$ cat config.mk
export PLATFORM = sky130hd
export DESIGN_NAME = updown_counter_mod
export DESIGN_NICKNAME = d
export VERILOG_FILES = /design/src/rtl/updown_counter_mod.sv
export SDC_FILE = /design/constraint.sdc
export NUM_CORES = 1
export LEC_CHECK = 0
export ABC_CLOCK_PERIOD_IN_PS = 3300
export CORE_AREA = 2 2 68 70
export DETAILED_ROUTE_END_ITERATION = 6
export DIE_AREA = 0 0 70 72
export GPL_TIMING_DRIVEN = 0
export HOLD_SLACK_MARGIN = 0.03
export PLACE_DENSITY = 0.89
export SYNTH_ARGS = -nofsm -noshare
export SYNTH_HDL_FRONTEND = slang
export SYNTH_SLANG_ARGS = --single-unit
$ cat constraint.sdc
create_clock -name clk -period 3.3 [get_ports clk]
set_input_delay 0.66 -clock clk [delete_from_list [all_inputs] [get_ports clk]]
set_output_delay 0.66 -clock clk [all_outputs]
set_load 0.03 [all_outputs]
$ cat src/rtl/updown_counter_mod.sv
// rtl/updown_counter_mod.sv - up/down counter/timer core with prescaler, modulus and wrap/saturate/one-shot modes
module updown_counter_mod #(
    parameter int WIDTH = 8,
    parameter int PSC_W = 4
) (
    input  logic             clk,
    input  logic             reset_n,
    input  logic             en,
    input  logic             clr,
    input  logic             load,
    input  logic             up,
    input  logic [1:0]       mode,
    input  logic             oe,
    input  logic [WIDTH-1:0] d,
    input  logic [WIDTH-1:0] limit,
    input  logic [WIDTH-1:0] cmp,
    input  logic [PSC_W-1:0] psc,
    output logic [WIDTH-1:0] y,
    output logic             tc,
    output logic             match,
    output logic             ovf,
    output logic             done
);

    localparam logic [1:0] MODE_SAT     = 2'b01;
    localparam logic [1:0] MODE_ONESHOT = 2'b10;

    logic [WIDTH-1:0] count;
    logic [WIDTH-1:0] count_nxt;
    logic [PSC_W-1:0] psc_cnt;
    logic             active;
    logic             tick;
    logic             at_bound;
    logic             wrap_mode;
    logic             wrap_evt;
    logic             oneshot_evt;

    // A finished one-shot freezes both the prescaler and the count.
    assign active      = en & ~clr & ~load & ~done;
    assign tick        = active & (psc_cnt == psc);
    assign at_bound    = up ? (count >= limit) : (count == '0);
    assign wrap_mode   = (mode != MODE_SAT) && (mode != MODE_ONESHOT);
    assign wrap_evt    = tick & at_bound & wrap_mode;
    assign oneshot_evt = tick & at_bound & (mode == MODE_ONESHOT);

    assign tc = reset_n & tick & at_bound;
    assign y  = oe ? count : '0;

    always_comb begin
        count_nxt = count;
        if (tick) begin
            if (!at_bound) begin
                count_nxt = up ? (count + WIDTH'(1)) : (count - WIDTH'(1));
            end else if (wrap_mode) begin
                count_nxt = up ? '0 : limit;
            end
        end
    end

    always_ff @(posedge clk or negedge reset_n) begin
        if (!reset_n) begin
            count   <= '0;
            psc_cnt <= '0;
            match   <= 1'b0;
            ovf     <= 1'b0;
            done    <= 1'b0;
        end else if (clr) begin
            count   <= '0;
            psc_cnt <= '0;
            match   <= 1'b0;
            ovf     <= 1'b0;
            done    <= 1'b0;
        end else if (load) begin
            count   <= d;
            psc_cnt <= '0;
            match   <= (d == cmp);
            ovf     <= 1'b0;
            done    <= 1'b0;
        end else begin
            // Only a real change of value can pulse match; held counts stay quiet.
            match <= tick && (count_nxt != count) && (count_nxt == cmp);
            if (active) begin
                psc_cnt <= tick ? '0 : (psc_cnt + PSC_W'(1));
                count   <= count_nxt;
            end
            if (wrap_evt) begin
                ovf <= 1'b1;
            end
            if (oneshot_evt) begin
                done <= 1'b1;
            end
        end
    end

endmodule

==> flow_metrics.env <==
export IMPL_status="finished with violations"
export IMPL_violations="setup timing"
export IMPL_p_comb_share_pct=57.7
export IMPL_synth_seq_cells=15
export IMPL_drive_gt1_share_pct=20.1
export IMPL_dp_hpwl_mm=4.75
export IMPL_final_common_cell="clkdlybuf4s50_1"
export IMPL_r2r_start="count[0]$_DFFE_PN0P_"
export IMPL_switching_share_pct=40.7
export IMPL_switchingPower_mw=0.342
export IMPL_synth_fp_nets=320
export IMPL_clock_sinks=15
export IMPL_hp_start="psc_cnt[3]$_DFFE_PN0P_"
export IMPL_worst_pin_slew_ps=699
export IMPL_cp_required_ps=3400
export IMPL_synth_cells=266
export IMPL_gp_congestion=1.02
export IMPL_port_buffers=46
export IMPL_routed_wl_mm=7.00
export IMPL_crit_type="input port to flop"
export IMPL_worst_hold_path_type="flop to flop"
export IMPL_power_leakage_nw=1.25
export IMPL_synth_area_um2=2130
export IMPL_start_util_pct=49.9
export IMPL_hold_violations=0
export IMPL_synth_edf_count=0
export IMPL_die_area_um2=5040
export IMPL_yosysUniqueCellTypes=61
export IMPL_ir_worst_vdd_mv=0.190
export IMPL_cp_max_fo=6
export IMPL_chipWidth_um=70
export IMPL_final_setup_skew_ps=2.57
export IMPL_grt_max_degree=17
export IMPL_grt_overflow=0
export IMPL_worst_setup_path_start_kind="input port"
export IMPL_min_path_cells=2
export IMPL_area_growth_pct=41.4
export IMPL_r2r_end="match$_DFF_PN0_"
export IMPL_finalWorstSetupSlack_ps=-8.32
export IMPL_drc=0
export IMPL_vias=2439
export IMPL_clkPwrFrac_pct=17.5
export IMPL_cts_path_max_buffers=2
export IMPL_final_setup_viol_count=1
export IMPL_cts_made_buffers=3
export IMPL_relSlewSlack_pct=53.2
export IMPL_first_global_vias=2393
export IMPL_endpoint_kind="flop"
export IMPL_nFillCells=309
export IMPL_htreeDepth=1
export IMPL_final_cell_mix="39 x clkdlybuf4s50_1, 27 x nor2_1, 19 x nand2_1"
export IMPL_powerDensity_nw_per_um2=280
export IMPL_whs_ps=558
export IMPL_drv_slew=0
export IMPL_syn_avg_cell_area_um2=8.00
export IMPL_cts_root_buffer="clkbuf_8"
export IMPL_dr_first_iter_drc_count=327
export IMPL_reg2reg_depth=12
export IMPL_cts_tree="done"
export IMPL_finalSetupTns_ps=-8.32
export IMPL_min_to="psc_cnt[3]$_DFFE_PN0P_"
export IMPL_rrSetupSlack_ps=140
export IMPL_max_freq_mhz=302
export IMPL_postRouteAntennaNets=0
export IMPL_synth_warnings=0
export IMPL_min_period_over_period_pct=100
export IMPL_maxCapViolCount=0
export IMPL_clk_pin_slew_ps=60
export IMPL_grt_pass1_wl_mm=10.7
export IMPL_arrival_ps=3410
export IMPL_async_reset_ff_share_pct=100
export IMPL_drtPass1Iterations=5
export IMPL_n_antenna_cell=0
export IMPL_grt_total_usage_pct=25.8
export IMPL_finalCriticalPeriod_ps=3310
export IMPL_cts_hold_buf=0
export IMPL_fin_nets=384
export IMPL_drt_vias_per_instance=6.40
export IMPL_internal_power_mw=0.498
export IMPL_ys_flop_type="dfrtp_1"
export IMPL_wl_per_cell_um=18.4
export IMPL_die_h_um=72
export IMPL_core_area_um2=4260
export IMPL_pin_count=49
export IMPL_p_seq_share_pct=24.8
export IMPL_insertion_delay_ps=240
export IMPL_grt_antenna_before_repair=0
export IMPL_num_rows=24
export IMPL_synth_seq_area_share_pct=17.6
export IMPL_dpl_worst_slack_ps=-765
## synthesized netlist by cell type (all sizes together) (8+ instances only)
cell type	n	area [um^2]
xnor2	9	78.8
nor3	8	40.0
and2	8	50.1
ha	16	200
a21oi	23	123
a22oi	9	72.6
inv	19	71.3
nand2	20	77.6
o21ai	16	80.1
nor2	28	121
dfrtp	15	375
xor2	18	158
## power by group through the flow
stage | combinational, mW | clock (mW) | sequential, mW
finish | 0.485 | 0.147 | 0.209
global placement | 0.363 | 0 | 0.210
CTS | 0.412 | 0.147 | 0.207
floorplan | 0.256 | 0 | 0.204
detailed placement | 0.373 | 0 | 0.210
global route | 0.515 | 0.159 | 0.209
## worst max-delay path, stage by stage
cell,delay (ps)
clkdlybuf4s50_1,510
inv_2,60
ha_4,240
a2111oi_4,320
buf_4,190
o211ai_4,100
nand2_4,150
mux2_4,340
a22oi_2,220
o21ai_2,90
o41ai_2,420
a221oi_2,100
## layer usage
metal / vias to the layer above / track usage [%] / wire length [um]
met2: 155 / 47.0 / 3400
li1: 1113 / - / -
met1: 1137 / 30.3 / 2730
met5: - / 0 / 0
met3: 34 / 5.56 / 597
met4: 0 / 8.76 / 277
## repair_timing
item | in CTS | in global routing
buffers inserted | 9 | 4
endpoints found under the setup margin | 3 | 2
pin swaps | 12 | 18
resized for setup | 21 | 37
## kinds of logic (layout without fill, tap and decap cells)
family          count (synthesis)  in the layout  share of synthesized area [%]
simple gates                   87             87                           21.5
compound gates                 85             85                           30.3
xor+xnor                       27             27                           11.1
buf+inv                        27             90                           4.88
fa+ha+maj                      17             17                           10.4
flops                          15             15                           17.6
mux                             8              8                           4.18
## final cells by class
class | instances | area, um^2 | share of cell area, %
timing repair buffer | 59 | 566 | 18.8
clock buffer | 4 | 45.0 | 1.50
tap | 52 | 65.1 | 2.16
multi-input combinational | 224 | 1840 | 61.1
sequential | 15 | 377 | 12.5
buffer | 8 | 43.8 | 1.46
inverter | 19 | 73.8 | 2.46
## per-stage QoR
step | instances | utilization, % | cell area (um^2) | power, mW
2_1_floorplan | 266 | - | 2130 | 0.460
3_3_place_gp | 364 | 62.2 | 2650 | 0.573
3_5_place_dp | 364 | 62.2 | 2650 | 0.583
4_1_cts | 377 | 66.2 | 2820 | 0.766
5_1_grt | 381 | 70.5 | 3010 | 0.884
6_report | 381 | 70.5 | 3010 | 0.841
## flip-flops by register name (all words and copies together) (netlist names)
signal and cells:
psc_cnt 4, count 8, ovf 1, done 1
match 1
## worst max path at each step
| stage | startpoint | end | slack (ps) | cells after the start |
|---|---|---|---|---|
| 2_1_floorplan | limit[6] | match$_DFF_PN0_ | 350 | 11 |
| 3_3_place_gp | up | match$_DFF_PN0_ | -700 | 12 |
| 3_5_place_dp | up | match$_DFF_PN0_ | -770 | 12 |
| 4_1_cts | limit[2] | tc | 7 | 9 |
| 5_1_grt | mode[0] | match$_DFF_PN0_ | -50 | 12 |
| 6_report | limit[1] | match$_DFF_PN0_ | -8 | 12 |
Power figures use the tool's default switching activity.
